<file path="src/rtl/mem_stage_lsu_if.sv">
`default_nettype none
// +----------------------------------------------------------------------------+
// | Module   : mem_stage_lsu_if                                                |
// | Purpose  : Bundles the EX/MEM input record, the data-memory request /      |
// |            response port, and the MEM/WB writeback + forwarding record.    |
// | Modports : slave  - the load/store unit (consumes in_*, drives dmem_req    |
// |                     side, drives out_* / fwd_*).                           |
// |            master - the surrounding pipeline / memory / testbench.         |
// | Params   : XLEN (32 or 64), MASKW = XLEN/8 (derived).                      |
// | Revision : 1.0 - initial release                                           |
// +----------------------------------------------------------------------------+
interface mem_stage_lsu_if #(
  parameter int XLEN  = 32,
  parameter int MASKW = XLEN / 8
);
  // EX/MEM side
  logic             in_valid;
  logic             in_ready;
  logic             in_load;
  logic             in_store;
  logic [2:0]       in_funct3;
  logic [XLEN-1:0]  in_addr;
  logic [XLEN-1:0]  in_wdata;
  logic [XLEN-1:0]  in_rd_wdata;
  logic [4:0]       in_rd_addr;
  // data memory
  logic             dmem_req;
  logic             dmem_we;
  logic [XLEN-1:0]  dmem_addr;
  logic [MASKW-1:0] dmem_wmask;
  logic [MASKW-1:0] dmem_rmask;
  logic [XLEN-1:0]  dmem_wdata;
  logic             dmem_resp;
  logic [XLEN-1:0]  dmem_rdata;
  // MEM/WB side
  logic             out_valid;
  logic             out_ready;
  logic [4:0]       out_rd_addr;
  logic [XLEN-1:0]  out_rd_wdata;
  logic             out_regf_we;
  logic             out_trap;
  logic             fwd_valid;
  logic [XLEN-1:0]  fwd_data;

  modport slave (
    input  in_valid, in_load, in_store, in_funct3, in_addr, in_wdata,
           in_rd_wdata, in_rd_addr, dmem_resp, dmem_rdata, out_ready,
    output in_ready, dmem_req, dmem_we, dmem_addr, dmem_wmask, dmem_rmask,
           dmem_wdata, out_valid, out_rd_addr, out_rd_wdata, out_regf_we,
           out_trap, fwd_valid, fwd_data
  );

  modport master (
    output in_valid, in_load, in_store, in_funct3, in_addr, in_wdata,
           in_rd_wdata, in_rd_addr, dmem_resp, dmem_rdata, out_ready,
    input  in_ready, dmem_req, dmem_we, dmem_addr, dmem_wmask, dmem_rmask,
           dmem_wdata, out_valid, out_rd_addr, out_rd_wdata, out_regf_we,
           out_trap, fwd_valid, fwd_data
  );
endinterface
`default_nettype wire

</file>
<file path="src/rtl/mem_stage_lsu.sv">
`default_nettype none
// +----------------------------------------------------------------------------+
// | Module   : mem_stage_lsu                                                   |
// | Purpose  : Load/store unit with built-in MEM/WB register. Accepts one      |
// |            EX/MEM record per handshake, issues a single-pulse request to   |
// |            a variable-latency data memory, aligns store lanes, extracts    |
// |            and sign/zero-extends load data, and presents a registered      |
// |            writeback record plus forwarding value.                         |
// | Ports    : clk, rst (async, active-high), bus (mem_stage_lsu_if.slave).    |
// | Params   : XLEN (32/64), MASKW = XLEN/8 (derived).                         |
// | Macro    : MEM_STAGE_LSU_MISALIGN_TRAP_EN - misaligned accesses trap       |
// |            instead of being issued with the offset rounded down.           |
// | Revision : 1.0 - initial release                                           |
// +----------------------------------------------------------------------------+
module mem_stage_lsu #(
  parameter int XLEN  = 32,
  parameter int MASKW = XLEN / 8
) (
  input wire             clk,
  input wire             rst,
  mem_stage_lsu_if.slave bus
);

  localparam int C_OFFW = $clog2(MASKW);

  typedef enum logic [1:0] {
    S_IDLE   = 2'd0,
    S_ISSUE  = 2'd1,
    S_WAIT   = 2'd2,
    S_RESULT = 2'd3
  } state_t;

  state_t             r_state;
  logic               r_dmem_req;
  logic               r_dmem_we;
  logic [XLEN-1:0]    r_dmem_addr;
  logic [MASKW-1:0]   r_dmem_wmask;
  logic [MASKW-1:0]   r_dmem_rmask;
  logic [XLEN-1:0]    r_dmem_wdata;
  logic               r_out_valid;
  logic [4:0]         r_out_rd_addr;
  logic [XLEN-1:0]    r_out_rd_wdata;
  logic               r_out_regf_we;
  // context held across ISSUE/WAIT for load extraction
  logic               r_load;
  logic               r_rd_nz;
  logic [4:0]         r_rd_addr;
  logic [C_OFFW-1:0]  r_off;
  logic [1:0]         r_size_log;
  logic               r_unsigned;

  // ---------------------------------------------------------------- decode
  logic [1:0]         w_size_log;
  logic [3:0]         w_nbytes;
  logic [C_OFFW-1:0]  w_off_raw;
  logic [C_OFFW-1:0]  w_off;
  logic [MASKW-1:0]   w_mask;
  logic [XLEN-1:0]    w_aligned_addr;
  logic [XLEN-1:0]    w_store_data;
  logic               w_mem_op;
  logic               w_is_store;
  logic               w_rd_nz;
  logic               w_trap;

  always_comb begin
    // Doubleword encodings do not exist on RV32; they collapse to word size.
    w_size_log = bus.in_funct3[1:0];
    if (XLEN == 32 && bus.in_funct3[1:0] == 2'b11) begin
      w_size_log = 2'b10;
    end
    w_nbytes       = 4'd1 << w_size_log;
    w_off_raw      = bus.in_addr[C_OFFW-1:0];
    // Offset rounded down to a multiple of the access size.
    w_off          = w_off_raw & ({C_OFFW{1'b1}} << w_size_log);
    w_mask         = ~({MASKW{1'b1}} << w_nbytes) << w_off;
    w_aligned_addr = {bus.in_addr[XLEN-1:C_OFFW], {C_OFFW{1'b0}}};
    w_store_data   = bus.in_wdata << {w_off, 3'b000};
    w_mem_op       = bus.in_load | bus.in_store;
    // A record flagged as both load and store is treated as a load.
    w_is_store     = bus.in_store & ~bus.in_load;
    w_rd_nz        = (bus.in_rd_addr != 5'd0);
`ifdef MEM_STAGE_LSU_MISALIGN_TRAP_EN
    w_trap = w_mem_op && ((w_off_raw & ~({C_OFFW{1'b1}} << w_size_log)) != '0);
`else
    w_trap = 1'b0;
`endif
  end

  // ------------------------------------------------------- load extraction
  logic [3:0]         w_ld_nbytes;
  logic [XLEN-1:0]    w_shifted;
  logic [XLEN-1:0]    w_lmask;
  logic [XLEN-1:0]    w_load_val;
  logic               w_sign;

  always_comb begin
    w_ld_nbytes = 4'd1 << r_size_log;
    w_shifted   = bus.dmem_rdata >> {r_off, 3'b000};
    // A shift by the full width yields zero, so a full-width access gets an all-ones mask.
    w_lmask     = ~({XLEN{1'b1}} << {w_ld_nbytes, 3'b000});
    case (r_size_log)
      2'd0:    w_sign = w_shifted[7];
      2'd1:    w_sign = w_shifted[15];
      2'd2:    w_sign = w_shifted[31];
      default: w_sign = w_shifted[XLEN-1];
    endcase
    w_load_val = w_shifted & w_lmask;
    if (!r_unsigned && w_sign) begin
      w_load_val = w_load_val | ~w_lmask;
    end
  end

  // ------------------------------------------------------------------- FSM
  always_ff @(posedge clk or posedge rst) begin
    if (rst) begin
      r_state        <= S_IDLE;
      r_dmem_req     <= 1'b0;
      r_dmem_we      <= 1'b0;
      r_dmem_addr    <= '0;
      r_dmem_wmask   <= '0;
      r_dmem_rmask   <= '0;
      r_dmem_wdata   <= '0;
      r_out_valid    <= 1'b0;
      r_out_rd_addr  <= 5'd0;
      r_out_rd_wdata <= '0;
      r_out_regf_we  <= 1'b0;
      r_load         <= 1'b0;
      r_rd_nz        <= 1'b0;
      r_rd_addr      <= 5'd0;
      r_off          <= '0;
      r_size_log     <= 2'd0;
      r_unsigned     <= 1'b0;
    end else begin
      r_dmem_req <= 1'b0;
      case (r_state)
        S_IDLE: begin
          if (bus.in_valid) begin
            r_load     <= bus.in_load;
            r_rd_nz    <= w_rd_nz;
            r_rd_addr  <= bus.in_rd_addr;
            r_off      <= w_off;
            r_size_log <= w_size_log;
            r_unsigned <= bus.in_funct3[2];
            if (w_mem_op && !w_trap) begin
              r_dmem_req   <= 1'b1;
              r_dmem_we    <= w_is_store;
              r_dmem_addr  <= w_aligned_addr;
              r_dmem_wmask <= w_is_store ? w_mask : '0;
              r_dmem_rmask <= w_is_store ? '0 : w_mask;
              r_dmem_wdata <= w_is_store ? w_store_data : '0;
              r_state      <= S_ISSUE;
            end else begin
              // Pass-through, or a trapped access that never reaches memory.
              r_out_valid    <= 1'b1;
              r_out_rd_addr  <= bus.in_rd_addr;
              r_out_rd_wdata <= (!w_mem_op && w_rd_nz) ? bus.in_rd_wdata : '0;
              r_out_regf_we  <= !w_mem_op && w_rd_nz;
              r_state        <= S_RESULT;
            end
          end
        end
        S_ISSUE: begin
          r_state <= S_WAIT;
        end
        S_WAIT: begin
          if (bus.dmem_resp) begin
            r_out_valid    <= 1'b1;
            r_out_rd_addr  <= r_rd_addr;
            r_out_rd_wdata <= (r_load && r_rd_nz) ? w_load_val : '0;
            r_out_regf_we  <= r_load && r_rd_nz;
            r_state        <= S_RESULT;
          end
        end
        default: begin
          if (bus.out_ready) begin
            r_out_valid <= 1'b0;
            r_state     <= S_IDLE;
          end
        end
      endcase
    end
  end

`ifdef MEM_STAGE_LSU_MISALIGN_TRAP_EN
  logic r_out_trap;

  always_ff @(posedge clk or posedge rst) begin
    if (rst) begin
      r_out_trap <= 1'b0;
    end else if (r_state == S_IDLE && bus.in_valid) begin
      r_out_trap <= w_trap;
    end else if (r_state == S_RESULT && bus.out_ready) begin
      r_out_trap <= 1'b0;
    end
  end

  assign bus.out_trap = r_out_trap;
`else
  assign bus.out_trap = 1'b0;
`endif

  assign bus.in_ready     = (r_state == S_IDLE);
  assign bus.dmem_req     = r_dmem_req;
  assign bus.dmem_we      = r_dmem_we;
  assign bus.dmem_addr    = r_dmem_addr;
  assign bus.dmem_wmask   = r_dmem_wmask;
  assign bus.dmem_rmask   = r_dmem_rmask;
  assign bus.dmem_wdata   = r_dmem_wdata;
  assign bus.out_valid    = r_out_valid;
  assign bus.out_rd_addr  = r_out_rd_addr;
  assign bus.out_rd_wdata = r_out_rd_wdata;
  assign bus.out_regf_we  = r_out_regf_we;
  assign bus.fwd_valid    = r_out_valid & r_out_regf_we;
  assign bus.fwd_data     = r_out_rd_wdata;

endmodule
`default_nettype wire
</file>
<file path="src/flat_wrapper.sv">
// flat-port wrapper written by rule: the top's interface ports become plain ports
module mem_stage_lsu_flat 
#(
  parameter int XLEN  = 32,
  parameter int MASKW = XLEN / 8
)
  (clk, rst, bus_in_valid, bus_in_load, bus_in_store, bus_in_funct3, bus_in_addr, bus_in_wdata, bus_in_rd_wdata, bus_in_rd_addr, bus_dmem_resp, bus_dmem_rdata, bus_out_ready, bus_in_ready, bus_dmem_req, bus_dmem_we, bus_dmem_addr, bus_dmem_wmask, bus_dmem_rmask, bus_dmem_wdata, bus_out_valid, bus_out_rd_addr, bus_out_rd_wdata, bus_out_regf_we, bus_out_trap, bus_fwd_valid, bus_fwd_data);
  mem_stage_lsu_if #(.XLEN(XLEN), .MASKW(MASKW)) bus_i ();
  input wire clk;
  input wire rst;
  input wire logic [$bits(bus_i.in_valid)-1:0] bus_in_valid;
  input wire logic [$bits(bus_i.in_load)-1:0] bus_in_load;
  input wire logic [$bits(bus_i.in_store)-1:0] bus_in_store;
  input wire logic [$bits(bus_i.in_funct3)-1:0] bus_in_funct3;
  input wire logic [$bits(bus_i.in_addr)-1:0] bus_in_addr;
  input wire logic [$bits(bus_i.in_wdata)-1:0] bus_in_wdata;
  input wire logic [$bits(bus_i.in_rd_wdata)-1:0] bus_in_rd_wdata;
  input wire logic [$bits(bus_i.in_rd_addr)-1:0] bus_in_rd_addr;
  input wire logic [$bits(bus_i.dmem_resp)-1:0] bus_dmem_resp;
  input wire logic [$bits(bus_i.dmem_rdata)-1:0] bus_dmem_rdata;
  input wire logic [$bits(bus_i.out_ready)-1:0] bus_out_ready;
  output wire logic [$bits(bus_i.in_ready)-1:0] bus_in_ready;
  output wire logic [$bits(bus_i.dmem_req)-1:0] bus_dmem_req;
  output wire logic [$bits(bus_i.dmem_we)-1:0] bus_dmem_we;
  output wire logic [$bits(bus_i.dmem_addr)-1:0] bus_dmem_addr;
  output wire logic [$bits(bus_i.dmem_wmask)-1:0] bus_dmem_wmask;
  output wire logic [$bits(bus_i.dmem_rmask)-1:0] bus_dmem_rmask;
  output wire logic [$bits(bus_i.dmem_wdata)-1:0] bus_dmem_wdata;
  output wire logic [$bits(bus_i.out_valid)-1:0] bus_out_valid;
  output wire logic [$bits(bus_i.out_rd_addr)-1:0] bus_out_rd_addr;
  output wire logic [$bits(bus_i.out_rd_wdata)-1:0] bus_out_rd_wdata;
  output wire logic [$bits(bus_i.out_regf_we)-1:0] bus_out_regf_we;
  output wire logic [$bits(bus_i.out_trap)-1:0] bus_out_trap;
  output wire logic [$bits(bus_i.fwd_valid)-1:0] bus_fwd_valid;
  output wire logic [$bits(bus_i.fwd_data)-1:0] bus_fwd_data;
  assign bus_i.in_valid = bus_in_valid;
  assign bus_i.in_load = bus_in_load;
  assign bus_i.in_store = bus_in_store;
  assign bus_i.in_funct3 = bus_in_funct3;
  assign bus_i.in_addr = bus_in_addr;
  assign bus_i.in_wdata = bus_in_wdata;
  assign bus_i.in_rd_wdata = bus_in_rd_wdata;
  assign bus_i.in_rd_addr = bus_in_rd_addr;
  assign bus_i.dmem_resp = bus_dmem_resp;
  assign bus_i.dmem_rdata = bus_dmem_rdata;
  assign bus_i.out_ready = bus_out_ready;
  assign bus_in_ready = bus_i.in_ready;
  assign bus_dmem_req = bus_i.dmem_req;
  assign bus_dmem_we = bus_i.dmem_we;
  assign bus_dmem_addr = bus_i.dmem_addr;
  assign bus_dmem_wmask = bus_i.dmem_wmask;
  assign bus_dmem_rmask = bus_i.dmem_rmask;
  assign bus_dmem_wdata = bus_i.dmem_wdata;
  assign bus_out_valid = bus_i.out_valid;
  assign bus_out_rd_addr = bus_i.out_rd_addr;
  assign bus_out_rd_wdata = bus_i.out_rd_wdata;
  assign bus_out_regf_we = bus_i.out_regf_we;
  assign bus_out_trap = bus_i.out_trap;
  assign bus_fwd_valid = bus_i.fwd_valid;
  assign bus_fwd_data = bus_i.fwd_data;
  mem_stage_lsu #(.XLEN(XLEN), .MASKW(MASKW)) u_core (.clk(clk), .rst(rst), .bus(bus_i));
endmodule
</file>
<file path="config.mk">
export PLATFORM = sky130hd
export DESIGN_NAME = mem_stage_lsu_flat
export DESIGN_NICKNAME = d
export VERILOG_FILES = /design/src/rtl/mem_stage_lsu_if.sv /design/src/rtl/mem_stage_lsu.sv /design/src/flat_wrapper.sv
export SDC_FILE = /design/constraint.sdc
export NUM_CORES = 1
export LEC_CHECK = 0
export ABC_CLOCK_PERIOD_IN_PS = 6000
export CAP_MARGIN = 25
export CORE_MARGIN = 10
export CORE_UTILIZATION = 42
export DETAILED_ROUTE_END_ITERATION = 10
export GPL_TIMING_DRIVEN = 0
export PLACE_DENSITY_LB_ADDON = 0.15
export RECOVER_POWER = 100
export SLEW_MARGIN = 40
export SYNTH_ARGS = -nofsm -noshare
export SYNTH_HDL_FRONTEND = slang
export SYNTH_SLANG_ARGS = --single-unit
export TNS_END_PERCENT = 1
</file>
<file path="constraint.sdc">
create_clock -name clk -period 6 [get_ports clk]
set_input_delay 1.2 -clock clk [delete_from_list [all_inputs] [get_ports clk]]
set_output_delay 1.2 -clock clk [all_outputs]
set_load 0.1 [all_outputs]
</file>
## Word-level counts from Yosys, hierarchy flattened

Index checks and enable logic that the tools add are counted.

| storage, ports and cells | value |
|---|---|
| register bits after elaboration | 125 |
| output and inout port bits | 148 |

| operators by class | value |
|---|---|
| equality and inequality tests | 7 |
| shifts and indexed selects | 8 |
| mux-type cells | 33 |
| bitwise gates (word level) | 11 |
| reductions and logical operators | 16 |

Operators with widths:

| cell | count |
|---|---|
| 2-to-1 mux 32 bit | 7 |
| inverter 32 bit | 2 |
| one-hot mux 32 bit (2 select lines) | 1 |
| bitwise AND 32 bit | 1 |
| bitwise OR 32 bit | 1 |
| left shift 32 x 5 -> 32 bit | 1 |
| left shift 32 x 7 -> 32 bit, first input constant | 1 |
| >> shifter 32 x 5 -> 32 bit | 1 |
| 2-to-1 mux 5 bit | 3 |
| 2-to-1 mux 1 bit | 10 |
| 2-to-1 mux 2 bit | 5 |
| one-hot mux 5 bit (2 select lines) | 1 |
| 2-to-1 mux 4 bit | 2 |
| left shift 1 x 2 -> 4 bit, first input constant | 2 |
| inequality test 2 bit, second input constant | 3 |
| one-hot mux 2 bit (3 select lines) | 1 |
| AND reduction 3 bit | 2 |
| AND reduction 5 bit | 1 |
| nonzero test 5 bit | 1 |
| == test 2 x 1 -> 1 bit, second input constant | 2 |
| == test 2 bit, second input constant | 2 |
| zero test 2 bit | 2 |
| inverter 4 bit | 1 |
| one-hot mux 1 bit (2 select lines) | 2 |
| 15 further kinds | 20 |

## Logic depth before layout (Yosys ltp)

Gate-level depths: netlist of the first run.

| logic depth | value |
|---|---|
| depth in word-level cells | 9 |
| mapped depth | 10 |

## Least setup slack after synthesis of the first run

Ideal clock, no wire load.

| timing path | value |
|---|---|
| path kind | register to output |
| start point | reg u_core.r_out_regf_we (netlist: u_core.bus.out_regf_we) |
| end point | out bus_fwd_valid |
| arrival time | 1782 ps |
| required time | 4800 ps |
| path slack | 3018 ps |
| cell stages (with the launch flop) | 2 |
| cell sequence | dfrtp_1 -> and2_1 |

| between the ends | value |
|---|---|
| word-level cells in the longest chain between the ends | 1 |

Ends and longest elaborated chain:

| element | RTL line | source |
|---|---|---|
| start, declared | mem_stage_lsu.sv:43 | `logic r_out_regf_we;` |
| start signal, assigned | mem_stage_lsu.sv:157 | `r_out_regf_we <= !w_mem_op && w_rd_nz;` |
| start signal, assigned | mem_stage_lsu.sv:170 | `r_out_regf_we <= r_load && r_rd_nz;` |
| bitwise AND 1 bit | mem_stage_lsu.sv:213 | `assign bus.fwd_valid = r_out_valid & r_out_regf_we;` |
| end, declared | flat_wrapper.sv:34 | `output wire logic [$bits(bus_i.fwd_valid)-1:0] bus_fwd_valid;` |

Every way passes these cells.

==> out/qor.yml, run 1 <==
status: "finished with violations"
violations: "capacitance limit, slew limit"
cp_slowest_cell: "clkinvlp_2"
drcViolationCount: 0
tightest_slew_ns: 3.218
htreeDepth: 4
areaGrowthSynthToFinish_pct: 43.82
hold_viol: 0
finalNonFillerCells: 1150
ff2ff_path_depth: 10
stdcell_area_um2: 8969
hold_class: "flip-flop to flip-flop"
cts-root-buf: "clkbuf_16"
antenna_found_initial: 0
die_y_um: 141.9
synth_edf_count: 0
die_width_um: 141.9
grt_use_total: 0.2174
maxCapViolations: 1
fp-row-count: 44
reg2reg_from: "u_core.r_state[0]"
core_um2: 14530
clock_sink_count: 125
finalMaxSlewViolations: 72
cts_tree: "yes"
syn_avg_cell_area_um2: 9.638
synthCells: 647
whs_endpoint: "u_core.bus.dmem_addr[4]"
grt_pass1_wl_um: 34530
routed_wl_um: 22660
critPathKind: "input pin to async pin"
drive_above_1_share: 0.08799
yosysUniqueCellTypes: 42
grt_max_degree: 73
async_flop_share: 1.000
grt_pass1_vias: 6082
hold_buffers: 0
final_nets: 1103
ios: 291
post_drt_wl_per_cell_um: 19.70
cts_max_path_buffers: 2
cp_top_family: "buffers and inverters"
dr.pass1.iters: 4
dp_cells: 1121
min-delay-start: "u_core.bus.dmem_addr[4]"
clock_skew_ns: 0.005252
grt-ovfl-total: 0
yosysWarningCount: 0
post_dp_cell_area_um2: 8661
relSlewSlack: -1.157
fmax_ghz: 0.2762
post-route-min-period_ns: 3.620
yosysSeqAreaShare: 0.5016
n_antenna_cell: 0
synth-seq-cells: 125
cts.repair.resized: 0
ys.flop_type: "dfrtp_1"
setup_violations: 0
cp_cell_sequence: "dlygate4sd3_1 -> clkinvlp_2"
fill_cells: 1375
crit_fanout: 72
dieArea_um2: 20120
r2r-end: "u_core.bus.fwd_data[17]"
io_buffers: 287
initial_core_util: 0.4291
numCtsBuffers: 17
rsz0062_at_grt: "false"
ff2ff_setup_slack_ns: 3.17
dp_hpwl_um: 17440
clk_pin_slew_worst_paths_ns: 0.05
drt-initial-drc-count: 352
via_per_inst: 5.186
crit_path_start_kind: "input pin"
cp_data_required_time_ns: 5.99
cts_setup_buffers: 0
clkLatencyLatePin_ns: 0.41
netlist_area_um2: 6236
min_path_cells: 2
ant_nets: 0
gp_congestion: 0.8421
critical-path-max-stage-delay_ns: 1.83
period_share: 0.6034
crit_path_end_kind: "async pin"
cp.arrival_ns: 3.61
path_buf_inv: 2
num_vias: 5964
==> layout make-up <==
| class | count | area (µm²) | share of cell area |
|---|---|---|---|
| repair buffers | 288 | 1993 | 0.2222 |
| multi-input cells | 439 | 2610 | 0.2910 |
| flip-flops and latches | 125 | 3128 | 0.3488 |
| clock buffers | 21 | 470.5 | 0.05246 |
| well taps | 184 | 230.2 | 0.02567 |
| clock inverters | 8 | 68.82 | 0.007673 |
| plain buffers | 77 | 436.7 | 0.04869 |
| inverters | 8 | 31.28 | 0.003488 |
==> metal layers <==
metal  routed length [µm]  share of wire  track usage
met2                10880           0.48       0.3565
met5                    0              0            0
met3                 2423           0.11      0.09212
met4                  324          0.014      0.05702
met1                 9033           0.40       0.2561
==> through the flow <==
step / TNS, ns / setup slack, ns / hold WS, ns / utilization
2_1_floorplan: 0 / 1.472 / 0.4496 / -
3_3_place_gp: -57.14 / -0.4675 / 0.4573 / 0.6431
3_5_place_dp: 0 / 2.560 / 0.4571 / 0.5959
4_1_cts: 0 / 2.940 / 0.4704 / 0.6330
5_1_grt: 0 / 1.843 / 0.4851 / 0.6171
6_report: 0 / 2.380 / 0.4686 / 0.6171
==> cells by family after synthesis <==
kind of cell,share of synthesized area
compound gates,0.1920
xor+xnor,0.001405
fa+ha+maj,0.008026
buf+inv,0.08005
flops,0.5016
mux,0.08487
other cells,0.0006013
simple gates,0.1314
==> synthesized netlist by cell type, types with 10 or more instances <==
master | n | area, µm²
a211oi_1 | 24 | 180.2
a21oi_1 | 32 | 160.2
a22o_1 | 22 | 192.7
a22oi_1 | 24 | 180.2
buf_2 | 15 | 75.07
buf_4 | 35 | 262.8
clkbuf_1 | 20 | 75.07
dfrtp_1 | 125 | 3128
mux2i_1 | 45 | 450.4
nand2_1 | 133 | 499.2
nor2_1 | 39 | 146.4
nor2b_1 | 10 | 62.56
o21ai_0 | 50 | 250.2
o21ai_1 | 10 | 50.05
==> registers in the layout, indices dropped and copies added, names as in the netlist, 4 cells and up <==
name	cells
u_core.bus.dmem_rmask	4
u_core.bus.fwd_data	32
u_core.bus.out_rd_addr	5
u_core.r_rd_addr	5
u_core.bus.dmem_addr	30
u_core.bus.dmem_wmask	4
u_core.bus.dmem_wdata	32
==> how the worst max path moves through the flow <==
stage	from	end	depth (start not counted)
global placement	rst	u_core.bus.out_rd_addr[4]	2
CTS	bus_in_store	u_core.bus.fwd_data[22]	8
detailed placement	bus_in_store	u_core.bus.fwd_data[22]	8
global route	rst	u_core.bus.fwd_data[10]	2
finish	rst	u_core.bus.fwd_data[19]	2
floorplan	rst	u_core.bus.dmem_addr[10]	1
==> layout by cell type, fill, tap and decap left out, types with 6 or more instances in the layout <==
master           count
clkbuf_1           178
clkdlybuf4s50_1    139
nand2_1            133
dfrtp_1            125
o21ai_0             59
mux2i_1             45
nor2_1              40
buf_4               35
a21oi_1             32
a211oi_1            24
a22oi_1             24
a22o_1              22
clkbuf_16           17
nor2b_1             10
o221ai_1             8
buf_2                7
mux2_2               7
inv_1                6
clkinv_2             6
Power of run 1 is not shown: default switching activity piles up to over one toggle a cycle in this logic, so the estimate is an artifact.
==> run 2: changes to the inputs <==
- ABC_CLOCK_PERIOD_IN_PS: 6000 -> 3000
- CORE_UTILIZATION: 42 -> 38
- clock period: 6 -> 3 ns (I/O delays scaled with it)
==> run 2 against run 1 <==
The run now ends clean. Critical path type is now flip-flop to flip-flop. Hold slack improved by 0.0017 ns. Register-to-register slack got worse by 2.9 ns. First-iteration DRC count fell by 5.7%. Critical path depth rose by 8. Cell count rose by 3.5%.
==> out/qor.yml, run 2 (synthesis results as in run 1) <==
drcViolationCount: 0  # unchanged
fill_cells: 1563  # +14%
post_drt_wl_per_cell_um: 19.44  # -1.4%
final_cell_mix: "clkbuf_1 (173), clkdlybuf4s50_1 (139), nand2_1 (133)"
die_width_um: 148.1  # +4.4%
cts_max_path_buffers: 2  # unchanged
clk_pin_slew_worst_paths_ns: 0.06  # about the same
layout_commonest_cell: "clkbuf_1"
grt_max_degree: 25  # -66%
cts_setup_buffers: 0  # unchanged
dp_hpwl_um: 18130  # +3.9%
tns_ns: 0  # unchanged
ios: 291  # unchanged
numCtsBuffers: 17  # unchanged
io_buffers: 287  # unchanged
crit_path_end_kind: "flip-flop"
post-route-min-period_ns: 2.720
critPathKind: "flip-flop to flip-flop"
drive_above_1_share: 0.1007  # +0.01273
cts.repair.resized: 0  # unchanged
cts_tree: "yes"
dr.pass1.iters: 6  # +2
clock_skew_ns: 0.008416  # +0.003164 ns
grt-ovfl-total: 0  # unchanged
cp_data_required_time_ns: 3.32  # -2.67 ns
ff2ff_setup_slack_ns: 0.28  # -2.89 ns
clkLatencyLatePin_ns: 0.42  # about the same
endpoint: "u_core.bus.fwd_data[25]"
hold_class: "flip-flop to flip-flop"
relSlewSlack: 0.1000  # +1.257
hold_viol: 0  # unchanged
ant_nets: 0  # unchanged
num_vias: 5940  # -0.40%
antenna_found_initial: 1  # +1
finalMaxSlewViolations: 0  # -100%
cp.arrival_ns: 3.04  # -0.57 ns
maxCapViolations: 0  # -1
top_layer_used: "met4"
gp_congestion: 0.9035  # +7.3%
die_y_um: 148.1  # +4.4%
ff2ff_path_depth: 10  # unchanged
tightest_slew_ns: 1.350  # -1.868 ns
grt_pass1_vias: 6257  # +2.9%
htreeDepth: 4  # unchanged
fp-row-count: 46  # +4.5%
setup_violations: 0  # unchanged
route.met3.wl_um: 2374  # -2.0%
crit_path_start_kind: "flip-flop"
dr_wl_met2_um: 11030  # +1.5%
rsz0062_at_grt: "false"
status: "finished clean"
drt-initial-drc-count: 332  # -5.7%
cts-root-buf: "clkbuf_16"
crit_fanout: 10  # -86%
final_nets: 1108  # +0.45%
reg2reg_from: "u_core.r_state[0]"
initial_core_util: 0.3897  # -0.03932
dieArea_um2: 21940  # +9.0%
seqCellArea_um2: 3128  # unchanged
period_share: 0.9068
areaGrowthSynthToFinish_pct: 46.65
core_um2: 16000  # +10%
drt-met1-wl_um: 9487  # +5.0%
hold_buffers: 0  # unchanged
clock_sink_count: 125  # unchanged
routed_wl_um: 23130  # +2.1%
r2r-end: "u_core.bus.fwd_data[25]"
via_per_inst: 4.992  # -3.8%
critPathLaunch: "u_core.r_state[0]"
grt_use_total: 0.2061  # -0.01129
grt_pass1_wl_um: 35660  # +3.3%
fmax_ghz: 0.3676
utilization: 0.5716  # -0.04553
multi_input_area_um2: 2614  # +0.14%
## run 2: critical path: stages, from the launching register on
cell and delay [ns]:
dfrtp_1 0.42, inv_1 0.10, ha_1 0.15, clkbuf_1 0.56, nor2_1 0.16, a211o_1 0.26, clkbuf_1 0.21, nor2_1 0.25
o21ai_2 0.16, buf_6 0.17, o21ai_0 0.17
## run 2: layout make-up
| cell class | count | share of cell area |
|---|---|---|
| diodes | 1 | 0.0002736 |
| plain buffers | 77 | 0.04994 |
| clock buffers | 18 | 0.04802 |
| clock inverters | 13 | 0.01806 |
| inverters | 8 | 0.003420 |
| multi-input cells | 439 | 0.2858 |
| flip-flops and latches | 125 | 0.3420 |
| well taps | 216 | 0.02955 |
| repair buffers | 293 | 0.2229 |
## run 2: worst min path at each step
stage / slack [ns] / depth (start not counted) / end / startpoint
after floorplan: 0.45 / 2 / u_core.r_rd_addr[1] / u_core.r_rd_addr[1]
after global placement: 0.46 / 2 / u_core.bus.dmem_addr[25] / u_core.bus.dmem_addr[25]
after detailed placement: 0.46 / 2 / u_core.bus.dmem_addr[8] / u_core.bus.dmem_addr[8]
after CTS: 0.47 / 2 / u_core.bus.dmem_addr[28] / u_core.bus.dmem_addr[28]
after global routing: 0.49 / 2 / u_core.bus.dmem_addr[28] / u_core.bus.dmem_addr[28]
final: 0.47 / 2 / u_core.bus.dmem_addr[28] / u_core.bus.dmem_addr[28]
## run 2: stage by stage
stage          hold WS [ns]  cells  instance area, µm²  worst slack [ns]
2_1_floorplan        0.4496    649                6247            0.1525
3_5_place_dp         0.4569   1158                8815           0.07036
4_1_cts              0.4712   1189                9419            0.2836
5_1_grt              0.4907   1190                9145           0.02947
6_report             0.4703   1190                9145            0.2797
3_3_place_gp         0.4560   1152                9390           -0.3943
## run 2: per-layer routing
layer	up-vias	GRT usage
li1	2858	-
met1	2820	0.2446
met2	241	0.3339
met3	21	0.08890
met4	0	0.05699
met5	-	0
Power of run 2 is left out for the same reason.
==> run 3: changes to the inputs <==
- SLEW_MARGIN: 40 -> 5
==> run 3 against run 2 <==
Register-to-register slack gained 0.02 ns. Sequential share of layout area is 2.9 points lower. Hold slack got worse by 0.0071 ns. Setup slack got worse by 0.19 ns. Flip-flop and latch count stayed put. First-iteration DRC count shrank 6.6%. Critical endpoint is now bus_in_ready.
==> out/qor.yml, run 3 (synthesis results as in run 1) <==
status: "finished clean"
crit_fanout: 4  # -6
period_share: 0.9695  # +0.06276
dr.pass1.iters: 4  # -2
ios: 291  # unchanged
die_y_um: 148.1  # unchanged
fmax_ghz: 0.3438  # -6.5%
via_per_inst: 5.045  # +1.1%
cts.repair.resized: 0  # unchanged
ant_nets: 0  # unchanged
core_um2: 16000  # unchanged
min_path_cells: 2  # unchanged
cts_max_path_buffers: 2  # unchanged
io_buffers: 287  # unchanged
hold_buffers: 0  # unchanged
setup_ws_ns: 0.09143  # -0.1883 ns
finalMaxSlewViolations: 0  # unchanged
stdcell_area_um2: 9985  # +9.2%
clkLatencyLatePin_ns: 0.42  # about the same
critPathKind: "flip-flop to primary output"
grt_pass1_wl_um: 35910  # +0.70%
cts_setup_buffers: 0  # unchanged
hold_class: "flip-flop to flip-flop"
post_drt_wl_per_cell_um: 19.48  # +0.21%
crit_path_start_kind: "flip-flop"
grt_pass1_vias: 6256  # -0.016%
hold_viol: 0  # unchanged
fill_cells: 1452  # -7.1%
initial_core_util: 0.3897  # unchanged
grt-ovfl-total: 0  # unchanged
crit_path_end_kind: "primary output"
cp_data_required_time_ns: 2.40  # -0.92 ns
gp_congestion: 0.9035  # unchanged
htreeDepth: 4  # unchanged
tightest_slew_ns: 1.048  # -0.3020 ns
cts_tree: "yes"
final_nets: 1105  # -0.27%
areaGrowthSynthToFinish_pct: 60.11
clock_sink_count: 125  # unchanged
drive_above_1_share: 0.09990  # -0.0008224
rsz0062_at_grt: "false"
dieArea_um2: 21940  # unchanged
post_dp_cell_area_um2: 9450  # +7.2%
relSlewSlack: 0.2990  # +0.1990
final_cell_mix: "dlygate4sd3_1 (147), clkdlybuf4s50_1 (140), nand2_1 (133)"
clk_pin_slew_worst_paths_ns: 0.06  # about the same
cp.arrival_ns: 2.31  # -0.73 ns
grt_use_total: 0.2083  # +0.002159
hold_ws_ns: 0.4632  # -0.007066 ns
numCtsBuffers: 17  # unchanged
pre_cts_slack_ns: 0.1157  # +0.04537 ns
maxCapViolations: 0  # unchanged
grt_max_degree: 39  # +56%
antenna_found_initial: 1  # unchanged
layout_commonest_cell: "dlygate4sd3_1"
post-route-min-period_ns: 2.909  # +0.1883 ns
cts-root-buf: "clkbuf_16"
ff2ff_path_depth: 10  # unchanged
drcViolationCount: 0  # unchanged
drt-initial-drc-count: 310  # -6.6%
die_width_um: 148.1  # unchanged
setup_violations: 0  # unchanged
num_vias: 5993  # +0.89%
dp_hpwl_um: 18190  # +0.33%
tns_ns: 0  # unchanged
fp-row-count: 46  # unchanged
clock_skew_ns: 0.009064  # +0.0006475 ns
routed_wl_um: 23140  # about the same
run 3: cell type report:
class                           instances  area [µm²]  share of cell area
Sequential cell                       125        3128              0.3133
Timing Repair Buffer                  290        2890              0.2895
Multi-Input combinational cell        439        2604              0.2608
Clock buffer                           20       466.7             0.04674
Buffer                                 77       457.9             0.04586
Tap cell                              216       270.3             0.02707
Clock inverter                         12       133.9             0.01341
Inverter                                8       31.28            0.003133
Antenna cell                            1       2.502           0.0002506
run 3: final timing paths:
path                                        endpoint  slack (ns)                      from
max                                     bus_in_ready        0.09         u_core.r_state[1]
min                         u_core.bus.dmem_addr[11]        0.46  u_core.bus.dmem_addr[11]
max reg2reg                  u_core.bus.fwd_data[17]        0.30         u_core.r_state[0]
min reg2reg                 u_core.bus.dmem_addr[11]        0.46  u_core.bus.dmem_addr[11]
max in group asynchronous    u_core.bus.dmem_addr[4]        0.40                       rst
min in group asynchronous  u_core.bus.dmem_wdata[28]        0.75                       rst
run 3: per-stage QoR:
stage / utilization / cells
after floorplan: - / 649
after global placement: 0.5869 / 1152
after detailed placement: 0.5906 / 1155
after CTS: 0.6282 / 1187
after global routing: 0.6240 / 1188
final: 0.6240 / 1188
run 3: critical path, cell delays in order, from the launching register on:
cell,delay [ns]
dfrtp_1,0.42
inv_1,0.15
ha_1,0.18
clkdlybuf4s50_1,1.14
run 3: metal layers:
metal	track usage	up-vias	wire length, µm
li1	-	2873	-
met1	0.2396	2849	9188
met2	0.3380	235	11010
met3	0.09284	36	2435
met4	0.07136	0	499
met5	0	-	0
Power of run 3 is left out for the same reason.
